$ cat src/rtl/int_writeback.sv
// Integer writeback queue: merges ALU and load results into a small in-order
// FIFO and drains one entry per cycle into the register-file write port.
module int_writeback #(
  parameter int DEPTH = 4
) (
  input  logic                       clock,
  input  logic                       reset,
  input  logic                       alu_valid,
  input  logic [4:0]                 alu_addr,
  input  logic [63:0]                alu_data,
  output logic                       alu_ready,
  input  logic                       mem_valid,
  input  logic [4:0]                 mem_addr,
  input  logic [63:0]                mem_data,
  output logic                       mem_ready,
  input  logic                       wb_stall,
  output logic                       write_enable,
  output logic [4:0]                 write_addr,
  output logic [63:0]                write_data,
  input  logic [4:0]                 check_addr_a,
  input  logic [4:0]                 check_addr_b,
  output logic                       busy_a,
  output logic                       busy_b,
  output logic [$clog2(DEPTH):0]     occupancy
);

  localparam int PTR_W = $clog2(DEPTH);
  localparam int CNT_W = PTR_W + 1;

  logic [4:0]       addr_mem [DEPTH];
  logic [63:0]      data_mem [DEPTH];
  logic [PTR_W-1:0] wr_ptr_reg;
  logic [PTR_W-1:0] rd_ptr_reg;
  logic [CNT_W-1:0] count_reg;

  logic             space;
  logic             mem_fire;
  logic             alu_fire;
  logic [4:0]       push_addr;
  logic [63:0]      push_data;
  logic             push;
  logic             pop;

  logic [DEPTH-1:0] live;
  logic [DEPTH-1:0] hit_a;
  logic [DEPTH-1:0] hit_b;

  // Readies are forced low while reset is held so no offer looks accepted.
  assign space     = count_reg < CNT_W'(DEPTH);
  assign mem_ready = reset & space;
  assign alu_ready = reset & space & ~mem_valid;

  assign mem_fire  = mem_valid & mem_ready;
  assign alu_fire  = alu_valid & alu_ready;
  assign push_addr = mem_fire ? mem_addr : alu_addr;
  assign push_data = mem_fire ? mem_data : alu_data;
  // Writes to x0 complete the handshake but never occupy a slot.
  assign push      = (mem_fire | alu_fire) & (push_addr != 5'd0);
  assign pop       = (count_reg != '0) & ~wb_stall;

  assign occupancy = count_reg;

  // An entry is live when its distance from the read pointer is below count.
  for (genvar gi = 0; gi < DEPTH; gi++) begin : g_entry
    logic [PTR_W-1:0] offset;
    assign offset    = PTR_W'(gi) - rd_ptr_reg;
    assign live[gi]  = {1'b0, offset} < count_reg;
    assign hit_a[gi] = live[gi] & (addr_mem[gi] == check_addr_a);
    assign hit_b[gi] = live[gi] & (addr_mem[gi] == check_addr_b);
  end

  assign busy_a = reset & (check_addr_a != 5'd0)
                & ((|hit_a) | (write_enable & (write_addr == check_addr_a)));
  assign busy_b = reset & (check_addr_b != 5'd0)
                & ((|hit_b) | (write_enable & (write_addr == check_addr_b)));

  // Payload storage carries no reset; validity comes only from count/pointers.
  always_ff @(posedge clock) begin
    if (push) begin
      addr_mem[wr_ptr_reg] <= push_addr;
      data_mem[wr_ptr_reg] <= push_data;
    end
  end

  always_ff @(posedge clock) begin
    if (!reset) begin
      wr_ptr_reg   <= '0;
      rd_ptr_reg   <= '0;
      count_reg    <= '0;
      write_enable <= 1'b0;
      write_addr   <= 5'd0;
      write_data   <= 64'd0;
    end else begin
      if (push) begin
        wr_ptr_reg <= wr_ptr_reg + PTR_W'(1);
      end
      if (pop) begin
        rd_ptr_reg <= rd_ptr_reg + PTR_W'(1);
        write_addr <= addr_mem[rd_ptr_reg];
        write_data <= data_mem[rd_ptr_reg];
      end
      write_enable <= pop;
      case ({push, pop})
        2'b10:   count_reg <= count_reg + CNT_W'(1);
        2'b01:   count_reg <= count_reg - CNT_W'(1);
        default: count_reg <= count_reg;
      endcase
    end
  end

endmodule

$ cat config.mk
export PLATFORM = sky130hd
export DESIGN_NAME = int_writeback
export DESIGN_NICKNAME = d
export VERILOG_FILES = /design/src/rtl/int_writeback.sv
export SDC_FILE = /design/constraint.sdc
export NUM_CORES = 1
export LEC_CHECK = 0
export CORE_MARGIN = 2
export CORE_UTILIZATION = 45
export DETAILED_ROUTE_END_ITERATION = 10
export PLACE_DENSITY = 0.66
export SLEW_MARGIN = 0
export SYNTH_ARGS = -nofsm -noshare
export SYNTH_HDL_FRONTEND = slang
export SYNTH_SLANG_ARGS = --single-unit
$ cat constraint.sdc
create_clock -name clock -period 4.5 [get_ports clock]
set_clock_uncertainty 0.05 [all_clocks]
set_input_delay 1.35 -clock clock [delete_from_list [all_inputs] [get_ports clock]]
set_output_delay 1.35 -clock clock [all_outputs]
set_load 0.01 [all_outputs]
== After elaboration in Yosys (flattened, before gate mapping) ==
Memory sizes are Yosys's and may differ from the RTL's. A register that Yosys moved wholly into a read port is not among the register bits.
Index checks and enable logic that the tools add are counted.
Word-level totals
  register bits: 8
  RAM bits: 276
  bits of input ports: 153
  output and inout port bits: 77
  word-level logic and storage cells: 70
  memories: 2
Operators by class
  add/sub/neg operators: 8
  order comparisons: 5
  equality and inequality tests: 12
  mux-type cells: 5
  bitwise operators: 25
  reduce and logical (&&, ||, !) cells: 9
Memories
  data_mem: depth 4, bits a word 64, rd ports 1, clocked after memory_dff 1, wr ports 1, RTL line 31  | logic [63:0] data_mem [DEPTH];
  addr_mem: depth 4, bits a word 5, rd ports 5, clocked after memory_dff 1, wr ports 1, RTL line 30  | logic [4:0] addr_mem [DEPTH];
Operators with widths (count)
  two-way mux 64 bit: 1
  == test 5 bit: 10
  AND 1 bit: 20
  nonzero test 5 bit: 3
  < comparator 2 x 3 -> 1 bit: 4
  OR reduction 4 bit: 2
  case mux 3 bit (2 select lines): 1
  two-way mux 5 bit: 1
  adder 2 x 1 -> 2 bit (second input constant): 2
  subtractor 1 x 2 -> 2 bit (first input constant): 2
  subtractor 2 bit (first input constant): 2
  adder 3 x 1 -> 3 bit (second input constant): 1
  < comparator 3 bit (second input constant): 1
  bitwise OR 1 bit: 3
  nonzero test 3 bit: 1
  subtractor 3 x 1 -> 3 bit (second input constant): 1
  == test 2 x 1 -> 1 bit (second input constant): 1
  == test 2 bit (second input constant): 1
  zero test 1 bit: 2
  two-way mux 1 bit: 2
  NOT 1 bit: 2
  nonzero test 2 bit: 1

== Longest topological paths before layout ==
Gate-level depths: netlist (run 1).
  word-level depth: 8
  depth in mapped cells: 11

== Worst setup path before layout (run 1) ==
OpenSTA, ideal clock, no wires.
  path kind: input-to-reg
  start point: input port alu_addr[1]
  end point: memory addr_mem[0][0] (enable)
  setup time: 0.435 ns
  arrival: 3.633 ns
  setup slack: 0.382 ns
  cell stages on the path: 4
  cell sequence: or4_1 o21ai_2 a221oi_2 and2_1
On the way
  word-level cells in the longest chain between the ends: 5
Ends and longest elaborated chain
  start: declaration: RTL line 9  | input logic [4:0] alu_addr,
  two-way mux 5 bit: RTL line 55  | assign push_addr = mem_fire ? mem_addr : alu_addr;
  nonzero test 5 bit: RTL line 58  | assign push = (mem_fire | alu_fire) & (push_addr != 5'd0);
  AND 1 bit: RTL line 58
  two-way mux 1 bit: RTL line 79  | if (push) begin
  two-way mux 1 bit (implied by the code): RTL line 80  | addr_mem[wr_ptr_reg] <= push_addr;
  end: declaration: RTL line 30
Every way passes these cells.

== Worst setup path in the final report (run 1) ==
  start point: input port check_addr_a[2]
  end point: output port busy_a
On the way
  word-level cells in the longest chain between the ends: 5
Ends and longest elaborated chain
  start: declaration: RTL line 20  | input logic [4:0] check_addr_a,
  == test 5 bit: RTL line 68  | assign hit_a[gi] = live[gi] & (addr_mem[gi] == check_addr_a);
  AND 1 bit: RTL line 68
  OR reduction 4 bit: RTL line 73  | & ((|hit_a) | (write_enable & (write_addr == check_addr_a)));
  bitwise OR 1 bit: RTL line 73
  AND 1 bit (*): RTL line 73
  end: declaration: RTL line 22  | output logic busy_a,
Mark *: on every way between the ends. The rest lies on a longest branch, timed or not.

==> impl_metrics.prom, run 1 <==
# TYPE chip_impl_metric gauge
chip_impl_metric{name="fp.coreArea",unit="um^2"} 31700
chip_impl_info{name="synth_most_common_cell",value="sky130_fd_sc_hd__edfxtp_1"} 1
chip_impl_metric{name="first_global_vias",unit=""} 8524
chip_impl_info{name="hp-class",value="flop to flop"} 1
chip_impl_metric{name="layout-drive-gt1-share",unit=""} 0.209
chip_impl_metric{name="routed-via-count",unit=""} 8276
chip_impl_metric{name="clk-insertion-delay-late",unit="ns"} 0.51
chip_impl_metric{name="groute.usage.overall",unit=""} 0.188
chip_impl_metric{name="setup_violations",unit=""} 0
chip_impl_metric{name="route.detailed.vias_per_inst",unit=""} 5.28
chip_impl_metric{name="met1_length",unit="mm"} 13.4
chip_impl_metric{name="buffer_depth_of_the_longest_clock_path",unit=""} 3
chip_impl_metric{name="fin_hold_viols",unit=""} 0
chip_impl_metric{name="ys.warnings.count",unit=""} 0
chip_impl_metric{name="postCtsHoldBufs",unit=""} 0
chip_impl_metric{name="die-area",unit="um^2"} 33800
chip_impl_metric{name="critical_path_required",unit="ns"} 3.10
chip_impl_metric{name="wl_met3",unit="mm"} 1.53
chip_impl_metric{name="layout_min_cycle_time",unit="ns"} 4.49
chip_impl_info{name="highest-signal-layer",value="met4"} 1
chip_impl_metric{name="flow.area_growth_from_synthesis",unit="%"} 28.3
chip_impl_metric{name="placedCellCount",unit=""} 1497
chip_impl_metric{name="timing_max_transition_violations_final",unit=""} 0
chip_impl_metric{name="stdcell_count",unit=""} 1567
chip_impl_metric{name="antenna_found_initial",unit=""} 2
chip_impl_metric{name="floorplan.die.width",unit="um"} 184
chip_impl_metric{name="critical_path_peak_fanout",unit=""} 5
chip_impl_metric{name="placed_area",unit="um^2"} 17400
chip_impl_metric{name="cts_made_buffers",unit=""} 38
chip_impl_metric{name="synthesis.nets",unit=""} 1057
chip_impl_metric{name="buffer_ports.inserted",unit=""} 229
chip_impl_info{name="clockRootBuffer",value="sky130_fd_sc_hd__clkbuf_16"} 1
chip_impl_metric{name="clkSlewWorstSetupHoldPaths",unit="ns"} 0.06
chip_impl_info{name="worstSetupEndpointType",value="output pin"} 1
chip_impl_metric{name="timing_worst_slew_pin_value",unit="ns"} 1.03
chip_impl_metric{name="fin_ws",unit="ns"} 0.0112
chip_impl_metric{name="overflow",unit=""} 0
chip_impl_metric{name="start_util",unit=""} 0.459
chip_impl_info{name="predominant_post_synthesis_flop_cell",value="sky130_fd_sc_hd__edfxtp_1"} 1
chip_impl_metric{name="postRouteAntennaNets",unit=""} 0
chip_impl_metric{name="post_synthesis_instance_total",unit=""} 894
chip_impl_info{name="synthDominantAreaCellType",value="sky130_fd_sc_hd__edfxtp_1"} 1
chip_impl_info{name="layout_top_registers",value="data_mem x256, write_data x64, addr_mem x20"} 1
chip_impl_info{name="cp-start-kind",value="input port"} 1
chip_impl_metric{name="grt_start_max_net_pins",unit=""} 71
chip_impl_info{name="setup.worst_path.class",value="input port to output pin"} 1
chip_impl_metric{name="hpwlAfterDp",unit="mm"} 19.4
chip_impl_metric{name="largest_register_ff_count",unit=""} 256
chip_impl_info{name="clock_tree_from_tritoncts",value="done"} 1
chip_impl_metric{name="nets",unit=""} 1298
chip_impl_metric{name="static-leakage-power",unit="nW"} 6.15
chip_impl_info{name="cell_types_occupying_the_most_area_after_synthesis",value="sky130_fd_sc_hd__edfxtp_1 (57%), sky130_fd_sc_hd__mux4_2 (11%), sky130_fd_sc_hd__dfxtp_1 (11%)"} 1
chip_impl_metric{name="detailedRoute.firstPassIterationCount",unit=""} 4
chip_impl_metric{name="total_power",unit="mW"} 9.90
chip_impl_metric{name="number_of_core_rows",unit=""} 65
chip_impl_metric{name="netlist_area",unit="um^2"} 14600
chip_impl_metric{name="slew-limit-headroom",unit=""} 0.316
chip_impl_metric{name="gp_routability_congestion",unit=""} 0.825
chip_impl_metric{name="final_design_area_no_fill",unit="um^2"} 18700
chip_impl_metric{name="finalWirelength",unit="mm"} 31.4
chip_impl_metric{name="whs",unit="ns"} 0.403
chip_impl_metric{name="met2_wirelength",unit="mm"} 15.8
chip_impl_metric{name="layout.core_utilization",unit=""} 0.589
chip_impl_info{name="rsz0062_at_grt",value="yes"} 1
chip_impl_metric{name="asyncSetResetFlopFracSynth",unit=""} 0
chip_impl_metric{name="data_arrival_at_the_endpoint_of_the_critical_path",unit="ns"} 3.09
chip_impl_metric{name="synth.yosys.seq_area_share",unit=""} 0.675
chip_impl_metric{name="timing.fmax",unit="MHz"} 223
chip_impl_metric{name="max-cap-violations",unit=""} 0
chip_impl_metric{name="edff_count_synth",unit=""} 276
chip_impl_metric{name="dp_worst_slack",unit="ns"} -0.320
chip_impl_metric{name="maximum_vdd_drop",unit="mV"} 0.290
chip_impl_metric{name="wl_per_cell",unit="um"} 20.0
chip_impl_metric{name="first_pass_grt_wire_length",unit="mm"} 48.1
chip_impl_info{name="outcome",value="finished clean"} 1
chip_impl_metric{name="die_height",unit="um"} 184
chip_impl_info{name="largest-register",value="data_mem"} 1
chip_impl_metric{name="p_per_area",unit="nW/um^2"} 530
chip_impl_metric{name="synth_top_area_share",unit=""} 0.569
chip_impl_metric{name="number_of_remaining_drc_errors",unit=""} 0
chip_impl_metric{name="totalNegativeSetupSlack",unit="ns"} 0
chip_impl_info{name="synth.cells.most_frequent",value="sky130_fd_sc_hd__edfxtp_1 (276), sky130_fd_sc_hd__nand2_1 (140), sky130_fd_sc_hd__dfxtp_1 (77)"} 1
chip_impl_metric{name="cts.sink_count",unit=""} 353
chip_impl_metric{name="period_share",unit=""} 0.998
chip_impl_metric{name="htree_levels",unit=""} 2
chip_impl_metric{name="num_io_pins",unit=""} 230
chip_impl_metric{name="synthesis.area_per_instance",unit="um^2"} 16.3
chip_impl_metric{name="synth.ff_latch_count",unit=""} 353
chip_impl_metric{name="dr.first_iter.drc_count",unit=""} 429
chip_impl_metric{name="synth_cell_types",unit=""} 41
where the power goes:
group | internal (mW) | total [mW] | leakage, nW | switching (mW)
registers | 3.98 | 4.17 | 3.15 | 0.187
logic | 1.25 | 2.48 | 2.36 | 1.24
clock network | 2.04 | 3.24 | 0.643 | 1.21
total | 7.27 | 9.90 | 6.15 | 2.63
cell type report:
cell class | count | area (um^2)
Timing Repair Buffer | 257 | 2560
Tap cell | 402 | 503
Antenna cell | 2 | 5.00
Multi-Input combinational cell | 474 | 4420
Inverter | 11 | 42.5
Sequential cell | 353 | 9840
Clock buffer | 54 | 1090
Clock inverter | 14 | 228
Fill cell | 2461 | 13000
kinds of logic after synthesis:
logic type | after synthesis | synth area share
DFF | 353 | 0.675
and+or+nand+nor | 181 | 0.0528
muxes | 139 | 0.161
AOI/OAI and AO/OA | 88 | 0.0453
buffers and inverters | 67 | 0.0238
xor gates and xnor gates | 56 | 0.0337
adders and majority gates | 10 | 0.00910
routing by layer:
| layer | vias to the layer above | GRT usage |
|---|---|---|
| met4 | 0 | 0.0483 |
| li1 | 3849 | - |
| met1 | 4162 | 0.243 |
| met5 | - | 0 |
| met2 | 219 | 0.327 |
| met3 | 46 | 0.0329 |
critical path: stages:
cell,delay [ns]
sky130_fd_sc_hd__clkdlybuf4s50_1,0.45
sky130_fd_sc_hd__buf_4,0.18
sky130_fd_sc_hd__xor2_1,0.14
sky130_fd_sc_hd__nor4_1,0.31
sky130_fd_sc_hd__a31oi_1,0.16
sky130_fd_sc_hd__a31oi_2,0.23
sky130_fd_sc_hd__clkdlybuf4s15_2,0.27
path summary, 6_finish.rpt:
check,from,to,slack [ns],cells after the start
hold reg to reg,write_data[52],write_data[52],0.40,2
hold / removal,write_data[52],write_data[52],0.40,2
setup / recovery,check_addr_a[2],busy_a,0.01,7
setup reg to reg,rd_ptr_reg[0],write_data[44],1.84,5
repair_timing:
action	CTS	global route
gates resized for setup	6	7
endpoints found under the setup margin	2	2
setup buffers	0	0
cell usage in the layout (no fill, tap or decap), drive strengths merged, types with 2 or more instances in the layout:
cell and count:
buf 29, xnor2 27, nor4 7, o21ai 5
mux4 69, a31oi 4, ha 9, nand4 2
a21oi 3, nor2 3, nor3 3, a21boi 71
or2 2, clkdlybuf4s50 224, o41a 2, clkbuf 55
or4 3, o21ba 2, and2 10, xor2 29
nand3 6, inv 12, clkinv 6, mux2 69
edfxtp 276, bufinv 6, dlymetal6s2s 2, nand2b 2
diode 2, nand2 141, dfxtp 77
Power figures use the tool's default switching activity.
==> run 2: changes to the inputs <==
Settings changed: REMOVE_ABC_BUFFERS set to 1.
==> run 2 against run 1 <==
Net effect: largest power group unchanged; largest cell class unchanged; combinational power hardly changed; critical path type unchanged; clock-buffer cell count shrank 6; worst setup slack better by 0.044 ns.
==> impl_metrics.prom, run 2 (synthesis results as in run 1) <==
# TYPE chip_impl_metric gauge
chip_impl_metric{name="cts.sink_count",unit=""} 353
chip_impl_metric{name="antenna_found_initial",unit=""} 0
chip_impl_info{name="setup.worst_path.end",value="busy_b"} 1
chip_impl_metric{name="fillers",unit=""} 2464
chip_impl_metric{name="layout_min_cycle_time",unit="ns"} 4.44
chip_impl_info{name="layout.cells.most_common",value="sky130_fd_sc_hd__edfxtp_1"} 1
chip_impl_metric{name="static-leakage-power",unit="nW"} 6.10
chip_impl_metric{name="die-area",unit="um^2"} 33800
chip_impl_metric{name="hpwlAfterDp",unit="mm"} 18.2
chip_impl_metric{name="groute.usage.overall",unit=""} 0.183
chip_impl_info{name="final_cell_mix",value="sky130_fd_sc_hd__edfxtp_1 (276), sky130_fd_sc_hd__clkdlybuf4s50_1 (223), sky130_fd_sc_hd__nand2_1 (140), sky130_fd_sc_hd__dfxtp_1 (75)"} 1
chip_impl_metric{name="die_height",unit="um"} 184
chip_impl_metric{name="setup_violations",unit=""} 0
chip_impl_info{name="setup.worst_path.class",value="input port to output pin"} 1
chip_impl_metric{name="clkSlewWorstSetupHoldPaths",unit="ns"} 0.06
chip_impl_metric{name="fin_hold_viols",unit=""} 0
chip_impl_metric{name="finalWirelength",unit="mm"} 30.3
chip_impl_metric{name="nets",unit=""} 1298
chip_impl_info{name="worstSetupEndpointType",value="output pin"} 1
chip_impl_metric{name="critical_path_required",unit="ns"} 3.10
chip_impl_metric{name="max-cap-violations",unit=""} 0
chip_impl_info{name="crit-reg2reg-launch",value="rd_ptr_reg[0]"} 1
chip_impl_metric{name="start_util",unit=""} 0.459
chip_impl_info{name="crit_path_start",value="check_addr_b[4]"} 1
chip_impl_metric{name="num_antenna_cells",unit=""} 0
chip_impl_metric{name="final_design_area_no_fill",unit="um^2"} 18600
chip_impl_metric{name="period_share",unit=""} 0.988
chip_impl_info{name="rsz0062_at_grt",value="no"} 1
chip_impl_info{name="clock_tree_from_tritoncts",value="done"} 1
chip_impl_info{name="cp-start-kind",value="input port"} 1
chip_impl_metric{name="clk-insertion-delay-late",unit="ns"} 0.51
chip_impl_metric{name="cts_made_buffers",unit=""} 38
chip_impl_metric{name="postRouteAntennaNets",unit=""} 0
chip_impl_metric{name="postCtsHoldBufs",unit=""} 0
chip_impl_metric{name="timing_max_transition_violations_final",unit=""} 0
chip_impl_metric{name="wl_per_cell",unit="um"} 19.3
chip_impl_metric{name="dr.first_iter.drc_count",unit=""} 450
chip_impl_metric{name="placedCellCount",unit=""} 1497
chip_impl_info{name="outcome",value="finished clean"} 1
chip_impl_metric{name="p_per_area",unit="nW/um^2"} 515
chip_impl_metric{name="largest_register_ff_count",unit=""} 256
chip_impl_metric{name="placed_area",unit="um^2"} 17400
chip_impl_metric{name="fp.coreArea",unit="um^2"} 31700
chip_impl_metric{name="stdcell_count",unit=""} 1566
chip_impl_metric{name="first_pass_grt_wire_length",unit="mm"} 47.4
chip_impl_metric{name="worstRegToRegCells",unit=""} 5
chip_impl_metric{name="critical_path_peak_fanout",unit=""} 3
chip_impl_metric{name="number_of_remaining_drc_errors",unit=""} 0
chip_impl_metric{name="buffer_depth_of_the_longest_clock_path",unit=""} 3
chip_impl_metric{name="gp_routability_congestion",unit=""} 0.826
chip_impl_metric{name="num_io_pins",unit=""} 230
chip_impl_metric{name="grt_start_max_net_pins",unit=""} 72
chip_impl_metric{name="buffer_ports.inserted",unit=""} 229
chip_impl_metric{name="route.detailed.vias_per_inst",unit=""} 5.25
chip_impl_metric{name="detailedRoute.firstPassIterationCount",unit=""} 5
chip_impl_metric{name="layout-drive-gt1-share",unit=""} 0.207
chip_impl_metric{name="routed-via-count",unit=""} 8214
chip_impl_metric{name="data_arrival_at_the_endpoint_of_the_critical_path",unit="ns"} 3.04
chip_impl_metric{name="overflow",unit=""} 0
chip_impl_metric{name="maximum_vdd_drop",unit="mV"} 0.353
chip_impl_info{name="largest-register",value="data_mem"} 1
chip_impl_metric{name="flow.area_growth_from_synthesis",unit="%"} 27.4
chip_impl_metric{name="reg2reg_slack",unit="ns"} 1.81
chip_impl_metric{name="htree_levels",unit=""} 2
chip_impl_info{name="hp-class",value="flop to flop"} 1
chip_impl_metric{name="number_of_core_rows",unit=""} 65
chip_impl_metric{name="timing_worst_slew_pin_value",unit="ns"} 1.01
chip_impl_info{name="layout_top_registers",value="data_mem x256, write_data x64, addr_mem x20"} 1
chip_impl_metric{name="first_global_vias",unit=""} 8401
chip_impl_info{name="clockRootBuffer",value="sky130_fd_sc_hd__clkbuf_16"} 1
chip_impl_metric{name="slew-limit-headroom",unit=""} 0.325
chip_impl_metric{name="floorplan.die.width",unit="um"} 184
chip_impl_info{name="timing.rr.end",value="write_data[15]"} 1
chip_impl_metric{name="timing.fmax",unit="MHz"} 225
## run 2: cell types whose count changed in the layout (fill, tap and decap cells not counted), moves of 4 or more
cell                        delta
sky130_fd_sc_hd__bufinv_16     -5
sky130_fd_sc_hd__clkbuf_8      -4
sky130_fd_sc_hd__clkinv_1      +6
sky130_fd_sc_hd__clkinv_2      +5
## run 2: through the flow
step,hold slack [ns],TNS (ns),util,worst slack [ns],power (mW)
6_report,0.403,0,0.585,0.0555,9.56
5_1_grt,0.420,0,0.585,0.00659,10.0
4_1_cts,0.406,0,0.584,0.00693,9.70
3_5_place_dp,0.397,-0.476,0.548,-0.272,6.80
3_3_place_gp,0.393,-0.452,0.548,-0.248,6.76
2_1_floorplan,0.429,-3.66,-,-1.34,5.75
## run 2: final cells by class
| type | instances | area, um^2 | area share |
|---|---|---|---|
| Inverter | 11 | 42.5 | 0.00229 |
| Timing Repair Buffer | 257 | 2590 | 0.139 |
| Clock inverter | 21 | 131 | 0.00708 |
| Tap cell | 402 | 503 | 0.0271 |
| Sequential cell | 353 | 9840 | 0.530 |
| Multi-Input combinational cell | 474 | 4440 | 0.239 |
| Clock buffer | 48 | 1030 | 0.0555 |
## run 2: where the power goes
part / total, mW / internal (mW) / switching, mW
clock network: 2.89 / 1.68 / 1.21
logic: 2.51 / 1.26 / 1.25
registers: 4.17 / 3.98 / 0.189
total: 9.56 / 6.92 / 2.65
## run 2: what timing repair did
item	4_1_cts	5_1_grt
gates resized for setup	2	9
endpoints found under the setup margin	2	2
setup buffers	0	0
pin swaps	0	0
## run 2: layer usage
layer | GRT usage | vias to the layer above | wire, um
li1 | - | 3840 | -
met1 | 0.237 | 4104 | 13100
met2 | 0.317 | 227 | 15000
met3 | 0.0345 | 43 | 1630
met4 | 0.0454 | 0 | 475
met5 | 0 | - | 0
## run 2: worst max-delay path, cell delays in order
cell                              delay (ns)
sky130_fd_sc_hd__clkdlybuf4s50_1        0.56
sky130_fd_sc_hd__xnor2_1                0.14
sky130_fd_sc_hd__nand3_1                0.09
sky130_fd_sc_hd__o41a_1                 0.40
sky130_fd_sc_hd__a31oi_1                0.21
sky130_fd_sc_hd__dlygate4sd2_1          0.29
## run 2: how the worst min path moves through the flow
stage | startpoint | to | slack, ns | cells after the start
2_1_floorplan | write_data[10] | write_data[10] | 0.43 | 2
3_3_place_gp | write_data[38] | write_data[38] | 0.39 | 2
3_5_place_dp | write_data[11] | write_data[11] | 0.40 | 2
4_1_cts | write_data[11] | write_data[11] | 0.41 | 2
5_1_grt | write_data[10] | write_data[10] | 0.42 | 2
6_report | write_data[11] | write_data[11] | 0.40 | 2
==> run 3: changes to the inputs <==
Settings changed: CORE_ASPECT_RATIO set to 0.5.
==> run 3 against run 2 <==
Net effect: global-route usage increased by 0.93 points; worst hold slack improved by 0.0011 ns; sequential share of layout area increased by 0.51 points; routed wire length increased by 5.9%; register-to-register slack about the same; first-iteration DRC count increased by 3.8%; design area decreased by 0.95%; fmax increased by 0.68%; flip-flop and latch count unchanged; non-clock buffer count decreased by 4; critical path type unchanged; largest power group unchanged; highest routed layer unchanged.
==> impl_metrics.prom, run 3 (synthesis results as in run 1) <==
# TYPE chip_impl_metric gauge
chip_impl_metric{name="die-area",unit="um^2"} 33900
chip_impl_metric{name="clk-insertion-delay-late",unit="ns"} 0.57
chip_impl_metric{name="first_global_vias",unit=""} 8878
chip_impl_metric{name="num_io_pins",unit=""} 230
chip_impl_metric{name="overflow",unit=""} 0
chip_impl_info{name="rsz0062_at_grt",value="no"} 1
chip_impl_metric{name="placed_area",unit="um^2"} 17400
chip_impl_metric{name="flow.area_growth_from_synthesis",unit="%"} 26.2
chip_impl_metric{name="setup_violations",unit=""} 0
chip_impl_info{name="hp-class",value="flop to flop"} 1
chip_impl_metric{name="global_route.usage.met3",unit=""} 0.0295
chip_impl_metric{name="whs",unit="ns"} 0.404
chip_impl_metric{name="maximum_vdd_drop",unit="mV"} 0.270
chip_impl_metric{name="critical_path_peak_fanout",unit=""} 3
chip_impl_metric{name="buffer_ports.inserted",unit=""} 229
chip_impl_metric{name="gp_routability_congestion",unit=""} 0.833
chip_impl_metric{name="placedCellCount",unit=""} 1523
chip_impl_metric{name="grt_start_max_net_pins",unit=""} 72
chip_impl_metric{name="data_arrival_at_the_endpoint_of_the_critical_path",unit="ns"} 3.01
chip_impl_metric{name="area_occupied_by_multi_input_gates",unit="um^2"} 4420
chip_impl_metric{name="postCtsSetupBuffers",unit=""} 0
chip_impl_metric{name="stdcell_count",unit=""} 1581
chip_impl_metric{name="static-leakage-power",unit="nW"} 5.97
chip_impl_info{name="cp-start-kind",value="input port"} 1
chip_impl_metric{name="layout_min_cycle_time",unit="ns"} 4.41
chip_impl_metric{name="delay_contributed_by_the_slowest_stage_of_the_critical_path",unit="ns"} 0.54
chip_impl_info{name="largest-register",value="data_mem"} 1
chip_impl_info{name="cpMaxStageDelayCell",value="sky130_fd_sc_hd__clkdlybuf4s50_1"} 1
chip_impl_info{name="worstSetupEndpointType",value="output pin"} 1
chip_impl_metric{name="total_power",unit="mW"} 9.27
chip_impl_info{name="clock_tree_from_tritoncts",value="done"} 1
chip_impl_metric{name="routed-via-count",unit=""} 8253
chip_impl_metric{name="fp.coreArea",unit="um^2"} 31800
chip_impl_metric{name="cts_made_buffers",unit=""} 31
chip_impl_metric{name="layout-drive-gt1-share",unit=""} 0.194
chip_impl_metric{name="dr.first_iter.drc_count",unit=""} 467
chip_impl_metric{name="critical_path_required",unit="ns"} 3.10
chip_impl_metric{name="wl_per_cell",unit="um"} 20.3
chip_impl_metric{name="globalRouteMet1Util",unit=""} 0.238
chip_impl_info{name="timing.critical_path.cells",value="clkdlybuf4s50_1 > xnor2_1 > nand3_1 > o41a_1 > a31oi_1 > clkdlybuf4s15_1"} 1
chip_impl_info{name="outcome",value="finished clean"} 1
chip_impl_metric{name="postRouteAntennaNets",unit=""} 0
chip_impl_metric{name="detailedRoute.firstPassIterationCount",unit=""} 5
chip_impl_info{name="layout.cells.most_common",value="sky130_fd_sc_hd__edfxtp_1"} 1
chip_impl_metric{name="antenna_found_initial",unit=""} 0
chip_impl_metric{name="number_of_core_rows",unit=""} 46
chip_impl_metric{name="timing.fmax",unit="MHz"} 227
chip_impl_metric{name="route.detailed.vias_per_inst",unit=""} 5.22
chip_impl_metric{name="groute.usage.overall",unit=""} 0.192
chip_impl_metric{name="finalWirelength",unit="mm"} 32.1
chip_impl_metric{name="buffer_depth_of_the_longest_clock_path",unit=""} 3
chip_impl_metric{name="nets",unit=""} 1287
chip_impl_metric{name="p_per_area",unit="nW/um^2"} 504
chip_impl_metric{name="totalNegativeSetupSlack",unit="ns"} 0
chip_impl_metric{name="htree_levels",unit=""} 1
chip_impl_metric{name="fillers",unit=""} 2500
chip_impl_metric{name="start_util",unit=""} 0.459
chip_impl_metric{name="period_share",unit=""} 0.981
chip_impl_metric{name="number_of_remaining_drc_errors",unit=""} 0
chip_impl_metric{name="first_pass_grt_wire_length",unit="mm"} 50.4
chip_impl_metric{name="max-cap-violations",unit=""} 0
chip_impl_metric{name="hpwlAfterDp",unit="mm"} 20.0
chip_impl_metric{name="final_design_area_no_fill",unit="um^2"} 18400
chip_impl_metric{name="clkSlewWorstSetupHoldPaths",unit="ns"} 0.06
chip_impl_metric{name="grt_util_met2",unit=""} 0.349
chip_impl_metric{name="timing_worst_slew_pin_value",unit="ns"} 0.980
chip_impl_info{name="clockRootBuffer",value="sky130_fd_sc_hd__clkbuf_16"} 1
chip_impl_metric{name="reg2reg_slack",unit="ns"} 1.82
chip_impl_metric{name="timing_max_transition_violations_final",unit=""} 0
chip_impl_metric{name="largest_register_ff_count",unit=""} 256
chip_impl_metric{name="fin_hold_viols",unit=""} 0
chip_impl_info{name="final_cell_mix",value="sky130_fd_sc_hd__edfxtp_1 (276), sky130_fd_sc_hd__clkdlybuf4s50_1 (225), sky130_fd_sc_hd__nand2_1 (140), sky130_fd_sc_hd__dfxtp_1 (75)"} 1
chip_impl_info{name="grt_most_used_layer",value="met2"} 1
chip_impl_info{name="layout_top_registers",value="data_mem x256, write_data x64, addr_mem x20"} 1
chip_impl_metric{name="floorplan.die.width",unit="um"} 258
chip_impl_info{name="setup.worst_path.class",value="input port to output pin"} 1
chip_impl_metric{name="cts.sink_count",unit=""} 353
chip_impl_metric{name="slew-limit-headroom",unit=""} 0.347
chip_impl_metric{name="area.sequential",unit="um^2"} 9840
chip_impl_metric{name="die_height",unit="um"} 131
==> run 3: worst max-delay path: cells and delay by family <==
family | cells | cell delay (ns)
buf+inv | 2 | 0.81
xor+xnor | 1 | 0.15
simple gates | 1 | 0.11
compound gates | 2 | 0.59
==> run 3: metrics by stage <==
stage          utilization  worst slack, ns
6_report             0.579           0.0855
4_1_cts              0.578           0.0677
2_1_floorplan            -            -1.34
5_1_grt              0.579          0.00865
3_3_place_gp         0.548           -0.196
3_5_place_dp         0.548           -0.206
==> run 3: metal layers <==
metal	up-vias	part of all wire	routed length, um
li1	3820	-	-
met1	4231	0.41	13300
met2	140	0.53	17000
met3	62	0.031	993
met4	0	0.024	782
met5	-	0	0
==> run 3: timing repair <==
| item | 4_1_cts | 5_1_grt |
|---|---|---|
| endpoints found under the setup margin | 2 | 2 |
| resized for setup | 2 | 7 |
| hold buffers | 0 | 0 |
==> run 3: cell type report <==
class	count	share of cell area
Multi-Input combinational cell	474	0.240
Antenna cell	2	0.000272
Inverter	11	0.00231
Clock buffer	48	0.0484
Sequential cell	353	0.535
Timing Repair Buffer	253	0.139
Clock inverter	8	0.00504
Tap cell	432	0.0294
==> run 3: where the power goes <==
group	internal, mW	switching [mW]
logic	1.26	1.25
registers	3.98	0.197
clock network	1.47	1.12
==> run 3: path summary, 6_finish.rpt <==
kind | from | endpoint | cells after the start
max | check_addr_a[4] | busy_a | 6
min | write_data[9] | write_data[9] | 2
max reg2reg | rd_ptr_reg[0] | write_data[62] | 5
min reg2reg | write_data[9] | write_data[9] | 2
